File: src/rtl/wb_regfile.sv
// Writeback stage and architectural register file: selects the writeback value,
// commits it, and serves bypassed ID/debug reads plus a registered commit trace.
module wb_regfile #(
  parameter int DATA_WIDTH     = 32,
  parameter int REG_ADDR_WIDTH = 5,
  parameter int NUM_REGS       = 32
) (
  input  logic                      clk,
  input  logic                      reset,
  input  logic [DATA_WIDTH-1:0]     alu_result_in,
  input  logic [DATA_WIDTH-1:0]     read_data_in,
  input  logic [DATA_WIDTH-1:0]     pc_plus_4_in,
  input  logic [REG_ADDR_WIDTH-1:0] write_register_in,
  input  logic                      reg_write_in,
  input  logic                      mem_to_reg_in,
  input  logic                      is_jal_in,
  input  logic [REG_ADDR_WIDTH-1:0] rs_addr,
  input  logic [REG_ADDR_WIDTH-1:0] rt_addr,
  output logic [DATA_WIDTH-1:0]     rs_data,
  output logic [DATA_WIDTH-1:0]     rt_data,
  input  logic [REG_ADDR_WIDTH-1:0] dbg_addr,
  output logic [DATA_WIDTH-1:0]     dbg_data,
  output logic [DATA_WIDTH-1:0]     wb_data_out,
  output logic                      commit_valid,
  output logic [REG_ADDR_WIDTH-1:0] commit_reg,
  output logic [DATA_WIDTH-1:0]     commit_data,
  output logic [31:0]               commit_count
);

  logic [DATA_WIDTH-1:0]     regs_q [NUM_REGS];
  logic [DATA_WIDTH-1:0]     regs_d [NUM_REGS];
  logic                      commit_valid_q, commit_valid_d;
  logic [REG_ADDR_WIDTH-1:0] commit_reg_q, commit_reg_d;
  logic [DATA_WIDTH-1:0]     commit_data_q, commit_data_d;
  logic [31:0]               commit_count_q, commit_count_d;
  logic                      we;

  assign wb_data_out = is_jal_in     ? pc_plus_4_in :
                       mem_to_reg_in ? read_data_in : alu_result_in;

  // r0 is hardwired to zero, so writes to it are not real commits.
  assign we = reg_write_in && (write_register_in != '0);

  assign rs_data  = (rs_addr == '0) ? '0 :
                    (we && rs_addr == write_register_in) ? wb_data_out : regs_q[rs_addr];
  assign rt_data  = (rt_addr == '0) ? '0 :
                    (we && rt_addr == write_register_in) ? wb_data_out : regs_q[rt_addr];
  assign dbg_data = (dbg_addr == '0) ? '0 :
                    (we && dbg_addr == write_register_in) ? wb_data_out : regs_q[dbg_addr];

  always_comb begin
    regs_d         = regs_q;
    commit_valid_d = we;
    commit_reg_d   = commit_reg_q;
    commit_data_d  = commit_data_q;
    commit_count_d = commit_count_q;
    if (we) begin
      regs_d[write_register_in] = wb_data_out;
      commit_reg_d              = write_register_in;
      commit_data_d             = wb_data_out;
      commit_count_d            = commit_count_q + 32'd1;
    end
  end

  always_ff @(posedge clk) begin
    if (!reset) begin
      for (int i = 0; i < NUM_REGS; i++) begin
        regs_q[i] <= '0;
      end
      commit_valid_q <= 1'b0;
      commit_reg_q   <= '0;
      commit_data_q  <= '0;
      commit_count_q <= '0;
    end else begin
      regs_q         <= regs_d;
      commit_valid_q <= commit_valid_d;
      commit_reg_q   <= commit_reg_d;
      commit_data_q  <= commit_data_d;
      commit_count_q <= commit_count_d;
    end
  end

  assign commit_valid = commit_valid_q;
  assign commit_reg   = commit_reg_q;
  assign commit_data  = commit_data_q;
  assign commit_count = commit_count_q;

endmodule

File: config.mk
export PLATFORM = sky130hd
export DESIGN_NAME = wb_regfile
export DESIGN_NICKNAME = d
export VERILOG_FILES = /design/src/rtl/wb_regfile.sv
export SDC_FILE = /design/constraint.sdc
export NUM_CORES = 2
export LEC_CHECK = 0
export CORE_MARGIN = 4
export CORE_UTILIZATION = 30
export DETAILED_ROUTE_END_ITERATION = 12
export GPL_ROUTABILITY_DRIVEN = 0
export PLACE_DENSITY_LB_ADDON = 0.25
export SLEW_MARGIN = 25
export SYNTH_ARGS = -nofsm -noshare
export SYNTH_HDL_FRONTEND = slang
export SYNTH_SLANG_ARGS = --single-unit
File: constraint.sdc
create_clock -name clk -period 3.6 [get_ports clk]
set_input_delay 0.72 -clock clk [delete_from_list [all_inputs] [get_ports clk]]
set_output_delay 0.72 -clock clk [all_outputs]
set_load 0.02 [all_outputs]
# Word-level counts from Yosys, hierarchy flattened
# Cells that the tools add are included.
[classes] add_sub_neg=1 n_mul=0 n_div=0 order_cmp=5 eq_ne=3 shifts=0 mux=20 bitwise_logic=4 n_reduce_logical=9
[ops] op="$bwmux W1024" count=1
[ops] op="$bmux W32 S5" count=3
[ops] op="$mux W32" count=15
[ops] op="$demux W32 S5" count=1
[ops] op="$add A32 B1 Y32 const B" count=1
[ops] op="$ge A6 B6 Y1 const B" count=4
[ops] op="$not A5 Y6" count=4
[ops] op="$eq A5 B5 Y1" count=3
[ops] op="$logic_not A5 Y1" count=3
[ops] op="$lt A6 B1 Y1 const B" count=1
[ops] op="$logic_and A1 B1 Y1" count=5
[ops] op="$reduce_bool A5 Y1" count=1
[totals] register_bits=1094 latch_bits=0 ram_bits=0 mem_bits_ro=0 inputBits=121 output_inout_bits=198 wordCells=78 n_memories=0

# Logic depth before layout (Yosys ltp)
[depth] depth_word=6 ltp_mapped=10 mapped_depth_nobuf=6

# Least setup slack after synthesis
# Ideal clock, no wire load.
[synth_path] path_kind="input port to output port" startpoint="input write_register_in[4]" endpoint="output rs_data[0]" arrival_time_ps=2768 t_required_ps=2880 path_slack_ps=112 stages=7 path_buffers=3 cell_sequence="buf_2 or3_1 buf_2 o21ai_2 or3_1 clkbuf_1 o311ai_0"
[synth_via] elab_chain_len=5 elab_cells_between_ends=6 cone_classes="eq/ne (1); mux (2); reduce/logical (3)"
[synth_rtl] element="from (decl)" line_no="13" text="input logic [REG_ADDR_WIDTH-1:0] write_register_in,"
[synth_rtl] element="$reduce_bool A5 Y1" line_no="42" text="assign we = reg_write_in && (write_register_in != '0);"
[synth_rtl] element="$logic_and A1 B1 Y1" line_no="42"
[synth_rtl] element="$logic_and A1 B1 Y1 (*)" line_no="45" text="(we && rs_addr == write_register_in) ? wb_data_out : regs_q[rs_addr];"
[synth_rtl] element="$mux W32 (*)" line_no="45"
[synth_rtl] element="$mux W32 (*)" line_no="44" text="assign rs_data = (rs_addr == '0) ? '0 :"
[synth_rtl] element="to (decl)" line_no="19" text="output logic [DATA_WIDTH-1:0] rs_data,"
# Every way passes the cells marked *; elsewhere a longest branch is shown, timed or not.

# Final worst setup path
[layout_path] startpoint="input rs_addr[0]" endpoint="output rs_data[5]"
[layout_via] elab_chain_len=6 elab_cells_between_ends=9 cone_classes="eq/ne (1); mux (5); bitwise (1); reduce/logical (2)"
[layout_rtl] element="from (decl)" line_no="17" text="input logic [REG_ADDR_WIDTH-1:0] rs_addr,"
[layout_rtl] element="$not A5 Y6 (not written as such)" line_no="45"
[layout_rtl] element="$bmux W32 S5" line_no="45"
[layout_rtl] element="$mux W32 (not written as such) (2 in a row)" line_no="45"
[layout_rtl] element="$mux W32" line_no="45"
[layout_rtl] element="$mux W32 (*)" line_no="44"
# Every way passes the cells marked *; elsewhere a longest branch is shown, timed or not. The select of a mux whose other input is x is not followed.

==> run metrics <==
filler instances 20682; most common cell after layout, fill and taps aside nand2_1; failing checks setup timing; HPWL after DPL 244000 um; total wire length 378000 um; WHS Endpoint commit_reg[2]; largest cells by area after synthesis dfxtp_1 (34%), mux4_2 (25%), nand2_1 (12%); Max Buffers Root-to-Sink 3; Setup TNS -3.52 ns; Reg area 0.0219 sq mm; core footprint 0.215 sq mm; Max FO, Critical Path 9; Die ar. 0.224 sq mm; worst flop-to-flop path startpoint commit_count[4]; CTS H-tree lvls 4; Max Fclk 265 MHz; CP endpoint kind output port; outcome finished, violations left; Skew-Pair Late Insertion Delay 0.82 ns; area share of the leading cell type in the synthesized netlist 33.7%; final setup violation count 56; area leader, netlist dfxtp_1; Detailed Route Iter0 Violations 10463; Die Width 473 um; Biggest register regs_q; CTS tree yes; R2R cell count 5; max-slew violation count 0; Total GRT Usage 32.6%; Routed Antenna Nets 0; Clk network pwr share 43.9%; Worst Hold Class in -> reg; hold_buf cts 0; Min Hold Slack 0.175 ns; number of max-cap violations 0; clock slew at reported path FFs 0.05 ns; CTS Buf Count 135; r2r setup slk 1.35 ns; Via-to-Cell Ratio 6.25; synthesized netlist cell count 7016; Worst Path Required 2.88 ns; fin worst setup slack -0.170 ns; Worst Setup Start Kind input pin; Power Internal 22.9 mW; crit path time final 3.77 ns; syn_nets 7138; CTS sink cnt 1094; Hold Violations, Final 0; max reg flops 1024; pin count of the biggest net entering global routing 99; Die Y 473 um; Seq/Total Area, Yosys 33.7%; Worst Max-Slew Pin Slew 0.975 ns; Avg Cell Area, Syn 9.25 sq um; Async S/R FF share, synth 0%; EDFF count, synth 0; fin cells 10681; Worst Hold Depth 3; Final Skew 0.00507 ns; area of the multi-input gates 0.0419 sq mm; Synth Cell Area 0.0649 sq mm; first-pass GRT wire length 513000 um; Max transition margin 35.0%; synth warn 0; final worst path period share 105%; Switching Share 29.7%; distinct cell type count of the synthesized netlist 74; first-pass detailed-route iteration total 6; routed via count 66793; leading cell types in the layout, fill and taps excluded nand2_1 (1954), dfxtp_1 (1083), a21oi_1 (991); combinational share of power 18.4%; nets@finish 7842; Peak VDD IR 422 uV; Area Overhead vs Synth 34.1%; worst slack at placement -0.705 ns; grt ovf 0; Worst EP arrival 3.05 ns; ys flop type dfxtp_1; synthesized flop and latch total 1094; crit path kind in -> out; Seq pwr share 37.7%; r2r endpoint commit_count[28]; P_sw 9.70 mW; initial antenna violation count 32; CTS Root Cell clkbuf_16; Worst Min Path Start write_register_in[2]; # rows 170; DR WL/cell 35.4 um; DRC viols 0; cell area power density 375 mW/mm^2; initial core utilization 30.2%; vias in the first global route 62758; I/O Buffers 318; fraction of layout cells with a size suffix above 1 31.1%; RSZ-0062 raised after global routing true; Leak 31.2 nW; # placed instances 10254; I/O Pins 319
==> layout make-up <==
cell class / instances / share of cell area [%]
tap: 2838 / 4.08
antenna: 18 / 0.0518
clock inverter: 55 / 0.699
multi-input combinational: 5175 / 48.1
sequential: 1094 / 25.2
inverter: 20 / 0.104
clock buffer: 187 / 4.52
timing repair buffer: 1294 / 17.2
==> critical path, cell delays in order <==
cell	delay, ns
buf_16	0.14
buf_16	0.21
buf_12	0.16
mux4_2	0.51
mux4_2	0.63
and3_4	0.20
a221o_1	0.28
buf_6	0.14
==> worst max-delay path by stage <==
stage                               startpoint     endpoint  cells after the start
after detailed placement  write_register_in[4]  rs_data[23]                      9
after floorplan           write_register_in[4]   rs_data[0]                      7
after global placement    write_register_in[4]  rs_data[21]                      9
after CTS                           rs_addr[0]  rs_data[30]                      7
final                               rs_addr[0]   rs_data[5]                      8
after global routing                rs_addr[0]  rs_data[26]                     11
==> power by group through the flow <==
stage / Clock [mW] / Combinational, mW / Sequential (mW)
after floorplan: 0 / 2.26 / 12.6
after detailed placement: 0 / 5.19 / 12.6
after global placement: 0 / 5.18 / 12.6
after global routing: 14.8 / 6.06 / 12.3
final: 14.3 / 6.01 / 12.3
after CTS: 14.4 / 5.65 / 12.3
==> per-stage QoR <==
stage / utilization, % / power, mW / cell area (sq um)
final: 40.5 / 32.6 / 87000
after global routing: 40.5 / 33.2 / 87000
after CTS: 39.8 / 32.3 / 85500
after detailed placement: 36.2 / 17.8 / 77800
after global placement: 36.2 / 17.7 / 77800
after floorplan: - / 14.8 / 64900
==> layer usage <==
metal  wire length, um  track usage (%)  up-vias  part of all wire, %
met3             52800             12.0     1516                   14
met5               181            0.498        -                0.048
met4             38300             27.7       16                   10
met2            155000             45.7     5595                   41
li1                  -                -    26861                    -
met1            132000             39.3    32805                   35
==> Yosys cell counts, types with 4 or more instances <==
master and instances:
o21ai_1 35, nand2b_1 10, or2_2 12, or3_1 13, mux4_2 706, nor2b_1 25, inv_1 15, a21oi_1 1014
nor2_1 227, o21ai_0 91, or4_1 8, nand2_1 1991, dfxtp_1 1094, and2_1 39, a221o_1 55, buf_6 25
mux2_2 23, buf_2 128, inv_2 4, a211oi_1 30, nor4_1 10, mux2i_1 510, clkbuf_1 492, buf_1 19
a22o_1 6, a22oi_1 23, a221oi_1 79, xnor2_1 22, and3_1 26, buf_4 62, a21bo_2 4, o211ai_1 6
o22ai_1 61, a211o_1 6, nand3b_1 7, xor2_1 6, nand4_1 12, nor3_1 28, nand3_1 32, o31ai_1 7
and4_1 4
==> logic make-up after synthesis <==
kind of cell               after synthesis  synth area share (%)
xor gates and xnor gates                28                 0.378
AOI/OAI and AO/OA                     1458                  12.9
DFF                                   1094                  33.7
and+or+nand+nor                       2449                  15.0
buffers and inverters                  747                  5.22
adders and majority gates                1                0.0193
muxes                                 1239                  32.8
==> what timing repair did <==
action                                  CTS  global route
buffers inserted                         97            54
endpoints found under the setup margin   98            95
gates cloned                             29             5
resized for setup                       326           218
pin swaps                                67            80
No activity file was read; power rests on OpenSTA's default activity.
